--- src/rtl/mem_port_arbiter_if.sv ---
// -----------------------------------------------------------------------------
// mem_port_arbiter_if
//   Bundles the requester-side and memory-side buses of mem_port_arbiter.
//   Requester k owns slice k of every per-requester bus.
//
//   Requester side : req_i, req_rw_i, req_addr_i, req_wdata_i  (to arbiter)
//                    req_rdata_o, req_done_o                    (from arbiter)
//   Memory side    : mem_strobe_o, mem_rw_o, mem_addr_o,
//                    mem_wdata_o                                (from arbiter)
//                    mem_rdata_i, mem_done_i                    (to arbiter)
//   Status         : grant_o, busy_o                            (from arbiter)
//
//   master : the arbiter itself
//   slave  : everything around it (caches + memory model / controller)
// -----------------------------------------------------------------------------
interface mem_port_arbiter_if #(
  parameter int N_REQ      = 4,
  parameter int ADDR_WIDTH = 32,
  parameter int DATA_WIDTH = 128
);
  localparam int IDX_W = $clog2(N_REQ);

  logic [N_REQ-1:0]            req_i;
  logic [N_REQ-1:0]            req_rw_i;
  logic [N_REQ*ADDR_WIDTH-1:0] req_addr_i;
  logic [N_REQ*DATA_WIDTH-1:0] req_wdata_i;
  logic [N_REQ*DATA_WIDTH-1:0] req_rdata_o;
  logic [N_REQ-1:0]            req_done_o;

  logic                        mem_strobe_o;
  logic                        mem_rw_o;
  logic [ADDR_WIDTH-1:0]       mem_addr_o;
  logic [DATA_WIDTH-1:0]       mem_wdata_o;
  logic [DATA_WIDTH-1:0]       mem_rdata_i;
  logic                        mem_done_i;

  logic [IDX_W-1:0]            grant_o;
  logic                        busy_o;

  modport master (
    input  req_i, req_rw_i, req_addr_i, req_wdata_i, mem_rdata_i, mem_done_i,
    output req_rdata_o, req_done_o, mem_strobe_o, mem_rw_o, mem_addr_o,
           mem_wdata_o, grant_o, busy_o
  );

  modport slave (
    output req_i, req_rw_i, req_addr_i, req_wdata_i, mem_rdata_i, mem_done_i,
    input  req_rdata_o, req_done_o, mem_strobe_o, mem_rw_o, mem_addr_o,
           mem_wdata_o, grant_o, busy_o
  );
endinterface

--- src/rtl/mem_port_arbiter.sv ---
// -----------------------------------------------------------------------------
// mem_port_arbiter
//   Round-robin arbiter sharing one strobe/done memory port among N_REQ cache
//   requesters. One transfer at a time: IDLE picks a requester and latches its
//   command, ISSUE pulses the downstream strobe, WAIT holds the command until
//   mem_done_i, COOL pulses the requester's done bit and gives the downstream
//   one recovery cycle before the next strobe.
//
//   clk  : clock
//   rst  : synchronous reset, active-high
//   bus  : mem_port_arbiter_if.master (requester buses, memory port, status)
// -----------------------------------------------------------------------------
module mem_port_arbiter #(
  parameter int N_REQ      = 4,
  parameter int ADDR_WIDTH = 32,
  parameter int DATA_WIDTH = 128
) (
  input  logic                clk,
  input  logic                rst,
  mem_port_arbiter_if.master  bus
);
  localparam int IDX_W = $clog2(N_REQ);

  typedef enum logic [1:0] {
    S_IDLE,
    S_ISSUE,
    S_WAIT,
    S_COOL
  } state_e;

  state_e                      state_q, state_d;
  logic [IDX_W-1:0]            rr_ptr_q, rr_ptr_d;
  logic [IDX_W-1:0]            grant_q, grant_d;
  logic                        mem_rw_q, mem_rw_d;
  logic [ADDR_WIDTH-1:0]       mem_addr_q, mem_addr_d;
  logic [DATA_WIDTH-1:0]       mem_wdata_q, mem_wdata_d;
  logic [N_REQ*DATA_WIDTH-1:0] rdata_q, rdata_d;
  logic [N_REQ-1:0]            done_q, done_d;

  // Round-robin pick: scan offsets from the far end down to 0 so that the
  // smallest offset from rr_ptr (the highest-priority requester) is written
  // last and wins.
  logic             pick_valid;
  logic [IDX_W-1:0] pick_idx;

  always_comb begin
    pick_valid = 1'b0;
    pick_idx   = '0;
    for (int i = N_REQ - 1; i >= 0; i--) begin
      if (bus.req_i[(int'(rr_ptr_q) + i) % N_REQ]) begin
        pick_valid = 1'b1;
        pick_idx   = IDX_W'((int'(rr_ptr_q) + i) % N_REQ);
      end
    end
  end

  always_comb begin
    // NOTE: every *_d gets a default first so no path through the case leaves a latch.
    state_d     = state_q;
    rr_ptr_d    = rr_ptr_q;
    grant_d     = grant_q;
    mem_rw_d    = mem_rw_q;
    mem_addr_d  = mem_addr_q;
    mem_wdata_d = mem_wdata_q;
    rdata_d     = rdata_q;
    done_d      = '0;

    unique case (state_q)
      S_IDLE: begin
        if (pick_valid) begin
          grant_d     = pick_idx;
          mem_rw_d    = bus.req_rw_i[pick_idx];
          mem_addr_d  = bus.req_addr_i[pick_idx*ADDR_WIDTH +: ADDR_WIDTH];
          mem_wdata_d = bus.req_wdata_i[pick_idx*DATA_WIDTH +: DATA_WIDTH];
          state_d     = S_ISSUE;
        end
      end

      S_ISSUE: state_d = S_WAIT;

      S_WAIT: begin
        if (bus.mem_done_i) begin
          if (!mem_rw_q) begin
            rdata_d[grant_q*DATA_WIDTH +: DATA_WIDTH] = bus.mem_rdata_i;
          end
          // Registered done: set on the way into COOL so it is high exactly
          // during the COOL cycle.
          done_d[grant_q] = 1'b1;
          state_d         = S_COOL;
        end
      end

      S_COOL: begin
        rr_ptr_d = (grant_q == IDX_W'(N_REQ - 1)) ? '0 : grant_q + 1'b1;
        state_d  = S_IDLE;
      end

      default: state_d = S_IDLE;
    endcase
  end

  always_ff @(posedge clk) begin
    if (rst) begin
      state_q     <= S_IDLE;
      rr_ptr_q    <= '0;
      grant_q     <= '0;
      mem_rw_q    <= 1'b0;
      mem_addr_q  <= '0;
      mem_wdata_q <= '0;
      // NOTE: the per-requester read lines are ordinary flops, not a RAM, so reset clears them too.
      rdata_q     <= '0;
      done_q      <= '0;
    end else begin
      // NOTE: non-blocking so every flop samples the pre-edge values of the others.
      state_q     <= state_d;
      rr_ptr_q    <= rr_ptr_d;
      grant_q     <= grant_d;
      mem_rw_q    <= mem_rw_d;
      mem_addr_q  <= mem_addr_d;
      mem_wdata_q <= mem_wdata_d;
      rdata_q     <= rdata_d;
      done_q      <= done_d;
    end
  end

  // Strobe is a decode of the state flop: high for the single ISSUE cycle.
  assign bus.mem_strobe_o = (state_q == S_ISSUE);
  assign bus.busy_o       = (state_q != S_IDLE);
  assign bus.mem_rw_o     = mem_rw_q;
  assign bus.mem_addr_o   = mem_addr_q;
  assign bus.mem_wdata_o  = mem_wdata_q;
  assign bus.req_rdata_o  = rdata_q;
  assign bus.req_done_o   = done_q;
  assign bus.grant_o      = grant_q;

endmodule
--- src/flat_wrapper.sv ---
// flat-port wrapper written by rule: the top's interface ports become plain ports
module mem_port_arbiter_flat 
#(
  parameter int N_REQ      = 4,
  parameter int ADDR_WIDTH = 32,
  parameter int DATA_WIDTH = 128
)
  (clk, rst, bus_req_i, bus_req_rw_i, bus_req_addr_i, bus_req_wdata_i, bus_mem_rdata_i, bus_mem_done_i, bus_req_rdata_o, bus_req_done_o, bus_mem_strobe_o, bus_mem_rw_o, bus_mem_addr_o, bus_mem_wdata_o, bus_grant_o, bus_busy_o);
  mem_port_arbiter_if #(.N_REQ(N_REQ), .ADDR_WIDTH(ADDR_WIDTH), .DATA_WIDTH(DATA_WIDTH)) bus_i ();
  input  logic clk;
  input  logic rst;
  input wire logic [$bits(bus_i.req_i)-1:0] bus_req_i;
  input wire logic [$bits(bus_i.req_rw_i)-1:0] bus_req_rw_i;
  input wire logic [$bits(bus_i.req_addr_i)-1:0] bus_req_addr_i;
  input wire logic [$bits(bus_i.req_wdata_i)-1:0] bus_req_wdata_i;
  input wire logic [$bits(bus_i.mem_rdata_i)-1:0] bus_mem_rdata_i;
  input wire logic [$bits(bus_i.mem_done_i)-1:0] bus_mem_done_i;
  output wire logic [$bits(bus_i.req_rdata_o)-1:0] bus_req_rdata_o;
  output wire logic [$bits(bus_i.req_done_o)-1:0] bus_req_done_o;
  output wire logic [$bits(bus_i.mem_strobe_o)-1:0] bus_mem_strobe_o;
  output wire logic [$bits(bus_i.mem_rw_o)-1:0] bus_mem_rw_o;
  output wire logic [$bits(bus_i.mem_addr_o)-1:0] bus_mem_addr_o;
  output wire logic [$bits(bus_i.mem_wdata_o)-1:0] bus_mem_wdata_o;
  output wire logic [$bits(bus_i.grant_o)-1:0] bus_grant_o;
  output wire logic [$bits(bus_i.busy_o)-1:0] bus_busy_o;
  assign bus_i.req_i = bus_req_i;
  assign bus_i.req_rw_i = bus_req_rw_i;
  assign bus_i.req_addr_i = bus_req_addr_i;
  assign bus_i.req_wdata_i = bus_req_wdata_i;
  assign bus_i.mem_rdata_i = bus_mem_rdata_i;
  assign bus_i.mem_done_i = bus_mem_done_i;
  assign bus_req_rdata_o = bus_i.req_rdata_o;
  assign bus_req_done_o = bus_i.req_done_o;
  assign bus_mem_strobe_o = bus_i.mem_strobe_o;
  assign bus_mem_rw_o = bus_i.mem_rw_o;
  assign bus_mem_addr_o = bus_i.mem_addr_o;
  assign bus_mem_wdata_o = bus_i.mem_wdata_o;
  assign bus_grant_o = bus_i.grant_o;
  assign bus_busy_o = bus_i.busy_o;
  mem_port_arbiter #(.N_REQ(N_REQ), .ADDR_WIDTH(ADDR_WIDTH), .DATA_WIDTH(DATA_WIDTH)) u_core (.clk(clk), .rst(rst), .bus(bus_i));
endmodule
--- config.mk ---
export PLATFORM = sky130hd
export DESIGN_NAME = mem_port_arbiter_flat
export DESIGN_NICKNAME = d
export VERILOG_FILES = /design/src/rtl/mem_port_arbiter_if.sv /design/src/rtl/mem_port_arbiter.sv /design/src/flat_wrapper.sv
export SDC_FILE = /design/constraint.sdc
export NUM_CORES = 2
export LEC_CHECK = 0
export CORE_AREA = 8 8 561 563
export CTS_BUF_LIST = sky130_fd_sc_hd__clkbuf_8
export CTS_CLUSTER_SIZE = 28
export DETAILED_ROUTE_END_ITERATION = 8
export DIE_AREA = 0 0 569 571
export GPL_TIMING_DRIVEN = 0
export SLEW_MARGIN = 20
export SYNTH_ARGS = -nofsm -noshare
export SYNTH_HDL_FRONTEND = slang
export SYNTH_SLANG_ARGS = --single-unit
export TNS_END_PERCENT = 30
--- constraint.sdc ---
create_clock -name clk -period 2.3 [get_ports clk]
set_input_delay 0.575 -clock clk [delete_from_list [all_inputs] [get_ports clk]]
set_output_delay 0.575 -clock clk [all_outputs]
set_load 0.02 [all_outputs]
==> results.toml <==
[status]
status = "complete, but fails checks"
violations = "setup timing"

[yosys]
synth_compound_area_frac = 0.160
yosysWarnings = 0
syn_area_um2 = 28400
syn-instance-count = 3250
synthMuxAreaShare = 0.115
synth_top_family_by_area = "simple AND/OR/NAND/NOR gates"
yosysUniqueCellTypes = 27
synth-seq-cells = 683
synth_nets = 4042
synth_xor_area_frac = 0
avgSynthCellArea_um2 = 8.74
synth_seq_area_share = 0.481
synthSimpleGateAreaFrac = 0.186
synthAdderAreaFrac = 0.00573

[finish]
mostFrequentLayoutCells = "clkdlybuf4s50_1, nand2_1, dfxtp_1"
synthToLayoutAreaGrowth_pct = 90.5
fill_cells = 34300
final_common_cell = "clkdlybuf4s50_1"
post-route-util = 0.177
drive_gt1_frac = 0.192
nets = 5725

[critical_path]
critPathKind = "flop to flop"
cp_common_cell = "clkbuf_16"
crit_path_end_kind = "flop"
crit_family = "buffers and inverters"
crit_chain = "buf_12, clkinvlp_4, ha_4, nor3b_4, buf_6, clkbuf_16, buf_16, buf_8, clkbuf_16, nand3_1, a21oi_1"
arrival_ns = 3.18
worst_setup_path_start_kind = "flop"
crit_slowest_cell = "dfxtp_4"
crit_buf_inv = 7
critPathRequiredTime_ns = 3.11
cp_slowest_stage_delay_ns = 0.38
cp_max_fo = 10

[global_routing]
grt_pass1_vias = 33400
grt_max_degree = 16
met3_usage = 0.0684
grt_util_met2 = 0.300
antenna_found_initial = 110
grt_pass1_wl_um = 360000
top_usage_layer = "met2"
use_met1 = 0.168
track_usage = 0.168
grt_overflow_total = 0

[timing]
finalSetupViolCount = 33
post-route-period-util = 1.03
final_max_slew_viol_count = 0
rsz0062_at_grt = "yes"
whs_ns = 0.290
min_period_ns = 2.36
fin_skew_ns = 0.0800
slew_headroom = 0.0188
fmax_mhz = 423
worst_pin_slew_ns = 1.47
fin_ws_ns = -0.0634
final_hold_viol_count = 0
tns_ns = -1.06

[clock_network]
cts_sinks = 683
cts_buffers = 144
clock-root-buffer = "clkbuf_8"
clkLatencyLatePin_ns = 0.90
clockBufferDepth = 4
ctsHoldBuffers = 0
htree_levels = 4
clkTransAtPathRegs_ns = 0.06
cts_tree = "yes"

[floorplan]
die_area_um2 = 325000
start_util = 0.0931
die_w_um = 569
ios = 1460
num_rows = 203
coreArea_um2 = 305000
die_h_um = 571

[power]
seqPwrFrac = 0.332
ir_drop_v = 0.000507
p_clk_frac = 0.339
swShare = 0.383
p_leak_uw = 0.0225
power_switching_uw = 16000
p_per_area_nw_per_um2 = 771
power_frac_comb = 0.329
internal_power_uw = 25800

[routing]
antenna_left = 0
wl_per_cell_um = 31.8
drt_iter0_markers = 2351
num_vias = 33400
detail_route.first_pass.iterations = 5
drt_wl_total_um = 292000
drcViolationCount = 0
viasPerCell = 3.64

[flow_run]
maxCapViolations = 0

[place]
globalplace.congestion = 0.972
hpwl_um = 246000
dp_slack_ns = -2.35
port_buffers = 1458

[worst_hold_path]
hold_class = "primary input to flop"
## routing by layer
layer  vias to the layer above  wire length [um]  part of all wire
li1                      14900                 -                 -
met1                     16100             98300              0.34
met2                      1848            143000              0.49
met3                       541             31000              0.11
met4                        22             19400             0.066
met5                         -               160           0.00055
## cells in the mapped netlist, drive strengths merged
master	n	share of area
nor2	11	0.0015
dfxtp	683	0.48
nand2	679	0.090
a211oi	1	0.00026
buf	140	0.028
nand3	512	0.090
o21ai	1	0.00018
mux2i	326	0.11
clkbuf	175	0.023
inv	8	0.0011
and2	8	0.0018
ha	13	0.0057
nor3	2	0.00035
a22o	1	0.00031
nand2b	4	0.00088
a21oi	518	0.091
nor2b	2	0.00044
nor3b	3	0.00079
nor4	1	0.00044
o221ai	161	0.067
a221oi	1	0.00053
## cell families after synthesis
family / Yosys count
AO/OA/AOI/OAI: 683
adder cells (fa/ha/maj): 13
buffers and inverters: 323
flip-flops: 683
multiplexers: 326
AND/OR/NAND/NOR: 1222
## tightest hold or removal path, delay by kind of cell
kind | cells | cell delay, ns
buffers and inverters | 1 | 0.30
and+or+nand+nor | 1 | 0.17
AOI/OAI and AO/OA | 1 | 0.06
## per-stage QoR
stage                     cells  instance area [um^2]  power (uW)
final                      9171                 54100       41700
after floorplan            3250                 28400       19100
after global routing       9152                 54100       43400
after CTS                  9103                 52800       42000
after global placement     8808                 48100       27200
after detailed placement   8820                 48400       27300
## state kept, by name (all words and copies together) (netlist names)
signal and flops:
u_core.state_q 2, u_core.rr_ptr_q 2, u_core.bus.mem_wdata_o 128, u_core.bus.grant_o 2, u_core.bus.req_done_o 4, u_core.bus.mem_rw_o 1, u_core.bus.req_rdata_o 512, u_core.bus.mem_addr_o 32
## power by group through the flow
| stage | clock network [uW] | registers [uW] | logic (uW) |
|---|---|---|---|
| final | 14100 | 13900 | 13700 |
| after CTS | 14700 | 13900 | 13400 |
| after global routing | 15100 | 14000 | 14300 |
| after global placement | 0 | 14100 | 13100 |
| after floorplan | 0 | 15200 | 3910 |
| after detailed placement | 0 | 14200 | 13200 |
## worst paths after layout
check / endpoint / slack [ns] / cells after the start / startpoint
setup / recovery: u_core.bus.req_rdata_o[285]$_SDFFE_PP0P_ / -0.06 / 11 / u_core.bus.grant_o[1]$_SDFFE_PP0P_
hold / removal: u_core.bus.req_rdata_o[383]$_SDFFE_PP0P_ / 0.29 / 3 / bus_mem_rdata_i[127]
setup reg to reg: u_core.bus.req_rdata_o[285]$_SDFFE_PP0P_ / -0.06 / 11 / u_core.bus.grant_o[1]$_SDFFE_PP0P_
hold reg to reg: u_core.bus.req_rdata_o[359]$_SDFFE_PP0P_ / 0.45 / 2 / u_core.bus.req_rdata_o[359]$_SDFFE_PP0P_
## final cells by class
cell class | instances | area, um^2 | area share
inverter | 8 | 42.5 | 0.000786
timing repair buffer | 1539 | 15200 | 0.281
tap | 4100 | 5130 | 0.0948
clock inverter | 74 | 568 | 0.0105
clock buffer | 170 | 2340 | 0.0432
sequential | 683 | 13700 | 0.253
multi-input combinational | 2244 | 14300 | 0.265
antenna | 40 | 100 | 0.00185
buffer | 313 | 2680 | 0.0495
## what timing repair did
action,4_1_cts,5_1_grt
cloned,12,7
setup endpoints to repair,1343,1143
setup buffers,29,23
resized for setup,1091,711
pin swaps,65,48
(Power assumes the default switching activity.)
